[config.mk]
export PLATFORM = sky130hd
export DESIGN_NAME = dmem_arbiter
export DESIGN_NICKNAME = d
export VERILOG_FILES = /design/src/rtl/dmem_arbiter.sv
export SDC_FILE = /design/constraint.sdc
export NUM_CORES = 1
export LEC_CHECK = 0
export ABC_AREA = 1
export CAP_MARGIN = 20
export CORE_ASPECT_RATIO = 0.6
export CORE_MARGIN = 2
export CORE_UTILIZATION = 34
export CTS_BUF_LIST = sky130_fd_sc_hd__clkbuf_16
export DETAILED_ROUTE_END_ITERATION = 10
export GPL_TIMING_DRIVEN = 1
export PLACE_DENSITY = 0.82
export SYNTH_ARGS = -nofsm -noshare
export SYNTH_HDL_FRONTEND = slang
export SYNTH_SLANG_ARGS = --single-unit
[constraint.sdc]
create_clock -name clk -period 6.8 [get_ports clk]
set_clock_uncertainty 0.05 [all_clocks]
set_input_delay 2.04 -clock clk [delete_from_list [all_inputs] [get_ports clk]]
set_output_delay 2.04 -clock clk [all_outputs]
set_load 0.1 [all_outputs]
[src/rtl/dmem_arbiter.sv]
// Two-requester arbiter (cpu, debug) in front of the single-port synchronous data_mem.
// Define DMEM_ARB_RR_EN for round-robin tie-breaking instead of fixed cpu priority.
module dmem_arbiter #(
  parameter int unsigned ADDR_W     = 11,
  parameter int unsigned DATA_W     = 8,
  parameter int unsigned MEM_AW     = 12,
  parameter int unsigned MEM_BASE   = 8,
  parameter int unsigned STARVE_LIM = 4
) (
  input  logic              clk,
  input  logic              reset_,
  input  logic              cpu_req,
  input  logic              cpu_wr,
  input  logic [ADDR_W-1:0] cpu_addr,
  input  logic [DATA_W-1:0] cpu_wr_data,
  output logic              cpu_gnt,
  output logic [DATA_W-1:0] cpu_rd_data,
  output logic              cpu_rd_vld,
  input  logic              dbg_req,
  input  logic              dbg_wr,
  input  logic [ADDR_W-1:0] dbg_addr,
  input  logic [DATA_W-1:0] dbg_wr_data,
  input  logic              dbg_lock,
  output logic              dbg_gnt,
  output logic [DATA_W-1:0] dbg_rd_data,
  output logic              dbg_rd_vld,
  output logic [MEM_AW-1:0] mem_addr,
  output logic [DATA_W-1:0] mem_wr_data,
  output logic              mem_wr,
  output logic              mem_rd,
  input  logic [DATA_W-1:0] mem_rd_data
);

  localparam logic [3:0]        LIM  = 4'(STARVE_LIM);
  localparam logic [ADDR_W-1:0] BASE = ADDR_W'(MEM_BASE);

  typedef enum logic [1:0] {ST_IDLE, ST_CPU, ST_DBG, ST_DBG_LOCK} state_e;
  typedef enum logic [1:0] {OWN_NONE, OWN_CPU, OWN_DBG} owner_e;

  state_e            state_q, state_d;
  owner_e            owner_q, owner_d;
  logic [3:0]        starve_q, starve_d;
  logic              oor_q, oor_d;
  logic              gnt_cpu_c, gnt_dbg_c, granted_c, in_range_c;
  logic              sel_wr_c;
  logic [ADDR_W-1:0] sel_addr_c;
  logic [DATA_W-1:0] sel_data_c;
`ifdef DMEM_ARB_RR_EN
  logic              last_dbg_q, last_dbg_d;
`endif

  // Grant decision: lock ownership first, then starvation override, then tie-break.
  always_comb begin
    gnt_cpu_c = 1'b0;
    gnt_dbg_c = 1'b0;
    if (state_q == ST_DBG_LOCK && dbg_req && dbg_lock) begin
      gnt_dbg_c = 1'b1;
    end else if (dbg_req && starve_q == LIM) begin
      gnt_dbg_c = 1'b1;
    end else if (cpu_req && dbg_req) begin
`ifdef DMEM_ARB_RR_EN
      gnt_cpu_c = last_dbg_q;
      gnt_dbg_c = ~last_dbg_q;
`else
      gnt_cpu_c = 1'b1;
`endif
    end else if (cpu_req) begin
      gnt_cpu_c = 1'b1;
    end else if (dbg_req) begin
      gnt_dbg_c = 1'b1;
    end
    if (!reset_) begin
      gnt_cpu_c = 1'b0;
      gnt_dbg_c = 1'b0;
    end
  end

  always_comb begin
    granted_c  = gnt_cpu_c | gnt_dbg_c;
    sel_wr_c   = gnt_dbg_c ? dbg_wr      : cpu_wr;
    sel_addr_c = gnt_dbg_c ? dbg_addr    : cpu_addr;
    sel_data_c = gnt_dbg_c ? dbg_wr_data : cpu_wr_data;
    in_range_c = (sel_addr_c >= BASE);
  end

  // Memory side: out-of-range accesses are granted but never strobe the array.
  always_comb begin
    cpu_gnt     = gnt_cpu_c;
    dbg_gnt     = gnt_dbg_c;
    mem_addr    = granted_c ? MEM_AW'(sel_addr_c - BASE) : '0;
    mem_wr_data = granted_c ? sel_data_c : '0;
    mem_rd      = granted_c & ~sel_wr_c & in_range_c;
    mem_wr      = granted_c &  sel_wr_c & in_range_c;
  end

  always_comb begin
    state_d  = ST_IDLE;
    owner_d  = OWN_NONE;
    oor_d    = 1'b0;
    starve_d = starve_q;
    if (gnt_cpu_c) begin
      state_d = ST_CPU;
    end else if (gnt_dbg_c) begin
      state_d = dbg_lock ? ST_DBG_LOCK : ST_DBG;
    end
    if (granted_c && !sel_wr_c) begin
      owner_d = gnt_dbg_c ? OWN_DBG : OWN_CPU;
      oor_d   = ~in_range_c;
    end
    if (!dbg_req || gnt_dbg_c) begin
      starve_d = 4'd0;
    end else if (starve_q != LIM) begin
      starve_d = starve_q + 4'd1;
    end
  end

`ifdef DMEM_ARB_RR_EN
  always_comb begin
    last_dbg_d = last_dbg_q;
    if (granted_c) last_dbg_d = gnt_dbg_c;
  end

  // Reset pretends dbg owned the last grant so cpu wins the first tie.
  always_ff @(posedge clk or negedge reset_) begin
    if (!reset_) last_dbg_q <= 1'b1;
    else         last_dbg_q <= last_dbg_d;
  end
`endif

  always_ff @(posedge clk or negedge reset_) begin
    if (!reset_) begin
      state_q  <= ST_IDLE;
      owner_q  <= OWN_NONE;
      starve_q <= 4'd0;
      oor_q    <= 1'b0;
    end else begin
      state_q  <= state_d;
      owner_q  <= owner_d;
      starve_q <= starve_d;
      oor_q    <= oor_d;
    end
  end

  // Read return: the registered owner steers the memory's one-cycle-late data.
  always_comb begin
    cpu_rd_vld  = (owner_q == OWN_CPU);
    dbg_rd_vld  = (owner_q == OWN_DBG);
    cpu_rd_data = (cpu_rd_vld && !oor_q) ? mem_rd_data : '0;
    dbg_rd_data = (dbg_rd_vld && !oor_q) ? mem_rd_data : '0;
  end

endmodule

==> results by group <==
Floorplanning
  • Die outline area: 3661 um^2
  • Placeable Area: about 2900 um^2
  • Die Y: between 40 and 50 um
  • Initial core utilization: approximately 37%
  • Rows: 15
  • IO Pins: 95
  • Die extent in x: 76.80 um

Setup path
  • Critical path fanouts, max: 16
  • Kind of end point of the critical path: primary output
  • Path type of the worst setup path: in2out
  • Critical path data arrival time: 4.38 ns
  • Worst R2R Path Depth: 12
  • Flop2flop setup slack: 4.74 ns
  • Worst reg2reg endpoint: oor_q$_DFF_PN0_
  • Req. time, crit path: between 4 and 5 ns
  • Setup crit start kind: input pin
  • Startpoint of the lowest-slack register-to-register path: starve_q[0]$_DFFE_PN0P_

Finish
  • Finished Cell Area: around 2300 um^2
  • Antenna diode count: 0
  • Number of nets in the layout: between 300 and 400
  • Share of post-route cells with drive strength above 1: between 20% and 30%
  • P&R area growth vs syn: 115.7%

Power
  • Clock network fraction of design power: 24.2%
  • Switching power: around 0.19 mW
  • PwrDens: about 180 nW/um^2
  • Part of the power in registers: around 15%
  • Reported leakage power: 1.180 nW
  • Combinational group share of total power: 61.1%
  • Sw frac: about 45%
  • Internal power of the cells: 0.2238 mW
  • Worst-case vdd ir drop: 0.1418 mV

Synth
  • Synth warn: 0
  • Area contributors post-synth: sky130_fd_sc_hd__dfrtp_1 21%, sky130_fd_sc_hd__nand2_1 14%, sky130_fd_sc_hd__nor2_1 13%
  • Post-synthesis async set-or-reset flop share: between 90% and 100%
  • Portion of the post-synthesis area used by sequential elements: 20.83%
  • Cell area after synthesis: around 1100 um^2
  • Main synth FF type: sky130_fd_sc_hd__dfrtp_1
  • Post-Synthesis Cells: 180
  • Most frequently used cell type in the post-synthesis netlist: sky130_fd_sc_hd__nand2_1
  • Post-Synthesis Net Count: ~240
  • Syn avg cell area: roughly 6.0 um^2
  • Fraction of synthesized cell area taken by the top area cell type: 20.83%
  • Yosys top cell by area: sky130_fd_sc_hd__dfrtp_1
  • Number of enable-type register cells in the synthesized netlist: 0
  • Post-synthesis sequential element count: 9
  • Post-synth cell types: 28
  • Commonest cells in the synthesized netlist: 40 x sky130_fd_sc_hd__nand2_1, 38 x sky130_fd_sc_hd__nor2_1, 35 x sky130_fd_sc_hd__inv_1

Clock tree
  • CTS root buffer: sky130_fd_sc_hd__clkbuf_16
  • # hold bufs at CTS: 0
  • Post CTS Setup Buffer Count: 0
  • CTS tree: yes
  • Number of H-tree levels: 1
  • # resized after CTS: 0
  • Number of sinks driven by the clock tree: 9
  • Number of buffers on the longest clock path: 2
  • Clock latency on the worst-skew pair: about 0.23 ns
  • Inserted Clock Buffers: 3
  • Clock-pin slew of the registers on the worst-case setup and hold paths: 0.04 ns

Min path
  • Number of cells on the worst hold path: 1
  • Hold path startpoint: starve_q[0]$_DFFE_PN0P_
  • Worst min-delay path class: reg2reg
  • End of the worst hold path: starve_q[0]$_DFFE_PN0P_

STA
  • Worst hold slack: a little over 0.5 ns
  • Final min period: around 6.5 ns
  • Number of hold-slack violations in the final timing report: 0
  • Period Utilization, post-route: roughly 95%
  • Fmax: around 150 MHz
  • Slew @ Worst Pin: 0.9871 ns
  • Headroom to the max-slew limit: around 34%
  • Setup repair after global routing missed its margin: no
  • Count of final max-slew check failures: 0
  • TNS Setup: 0 ns
  • Number of setup violations in the final report: 0

Flow run
  • Max_cap viols: 0

Drt
  • Remaining number of nets flagged by the antenna check after routing: 0
  • Number of detailed-routing iterations run before antenna repair: 4
  • DR vias: between 1,500 and 2,000
  • Vias per std cell: between 4 and 5
  • WL per Instance: between 10 and 15 um
  • DRC Markers: 0
  • First-iteration detailed-routing DRC count: between 50 and 60
  • Post-detailed-routing wire length: just under 4000 um

Global routing
  • Aggregate global-route resource usage: a little over a fifth
  • Vias in the first global route: about 1,300
  • Global-route wire length before repair: 6051 um
  • Grt total ovfl: 0
  • Pin count of the biggest net entering global routing: 17
  • Number of antenna violations at the first check in global routing: 0

Outcome
  • Outcome: complete, no violations

Place
  • Placer's final routability congestion estimate: ~0.9
  • Placed standard-cell area: ~2300 um^2
  • Port Buffer Count: 94
  • Detail Placement HPWL: between 3000 and 4000 um
## routing by layer
metal | part of all wire, % | GRT usage [%]
met4 | 0 | 1.091
met1 | 41 | 23.70
met3 | 12 | 9.434
met2 | 48 | 41.05
met5 | 0 | 0
## registers in the layout (all words and copies together) (netlist names)
signal,cells
state_q,2
owner_q,2
starve_q,4
oor_q,1
## power groups by stage
stage,sequential [mW],clock [mW],combinational [mW]
after detailed placement,0.0604,0,0.251
final,0.0599,0.0992,0.250
after global placement,0.0603,0,0.250
after CTS,0.0598,0.102,0.251
after global routing,0.0601,0.107,0.262
after floorplan,0.0597,0,0.154
## cell families after synthesis
group / count (synthesis) / synth area share, %
compound gates: 19 / 12.96
xor+xnor: 3 / 2.431
fa+ha+maj: 3 / 3.473
buf+inv: 42 / 16.09
flops: 9 / 20.83
simple gates: 104 / 44.21
## through the flow
step / power [mW] / utilization [%] / instances / setup WS [ns]
3_3_place_gp: 0.3099 / 76.48 / 315 / 0.4180
3_5_place_dp: 0.3113 / 76.48 / 315 / 0.3462
6_report: 0.4094 / 79.15 / 319 / 0.3251
4_1_cts: 0.4131 / 79.15 / 319 / 0.3277
2_1_floorplan: 0.2139 / - / 180 / 0.01950
5_1_grt: 0.4296 / 79.15 / 319 / 0.1988
## how the worst max path moves through the flow
stage                 start           end  slack (ns)  depth (start not counted)
floorplan           dbg_req   mem_addr[0]        0.02                          8
global placement    dbg_req   mem_addr[5]        0.42                         11
detailed placement  dbg_req   mem_addr[5]        0.35                         11
CTS                 dbg_req   mem_addr[5]        0.33                         11
global route        dbg_req  mem_addr[11]        0.20                         14
finish              dbg_req   mem_addr[5]        0.33                         11
## critical path, cell delays in order
cell	delay [ns]
sky130_fd_sc_hd__clkdlybuf4s50_1	0.53
sky130_fd_sc_hd__inv_1	0.07
sky130_fd_sc_hd__or2_4	0.24
sky130_fd_sc_hd__nand3_4	0.14
sky130_fd_sc_hd__nand2_4	0.15
sky130_fd_sc_hd__nand2_1	0.10
sky130_fd_sc_hd__nand2_1	0.12
sky130_fd_sc_hd__ha_1	0.24
sky130_fd_sc_hd__or2_2	0.30
sky130_fd_sc_hd__a21oi_1	0.24
sky130_fd_sc_hd__buf_12	0.21
## cells in the final DEF, fill, tap and decap left out, types with 3 or more instances in the layout
cell type | Yosys | final
sky130_fd_sc_hd__nor2_1 | 38 | 38
sky130_fd_sc_hd__dfrtp_1 | 9 | 9
sky130_fd_sc_hd__clkbuf_16 | 0 | 3
sky130_fd_sc_hd__nand4_1 | 3 | 3
sky130_fd_sc_hd__a21oi_1 | 6 | 6
sky130_fd_sc_hd__clkdlybuf4s50_1 | 0 | 54
sky130_fd_sc_hd__inv_2 | 3 | 3
sky130_fd_sc_hd__nand2_1 | 40 | 40
sky130_fd_sc_hd__nand3b_1 | 6 | 6
sky130_fd_sc_hd__nor2_2 | 4 | 4
sky130_fd_sc_hd__a22o_1 | 8 | 8
sky130_fd_sc_hd__buf_4 | 2 | 20
sky130_fd_sc_hd__nand3_1 | 5 | 5
sky130_fd_sc_hd__buf_12 | 0 | 23
sky130_fd_sc_hd__inv_1 | 35 | 36
sky130_fd_sc_hd__ha_1 | 3 | 3
## cell type report
cell class	instances	area (um^2)
multi-input cells	129	681.9
repair buffers	97	1151
well taps	42	52.55
fillers	217	614.3
clock inverters	1	3.754
inverters	38	142.6
flip-flops and latches	9	225.2
clock buffers	3	75.07
(Power assumes the default switching activity.)
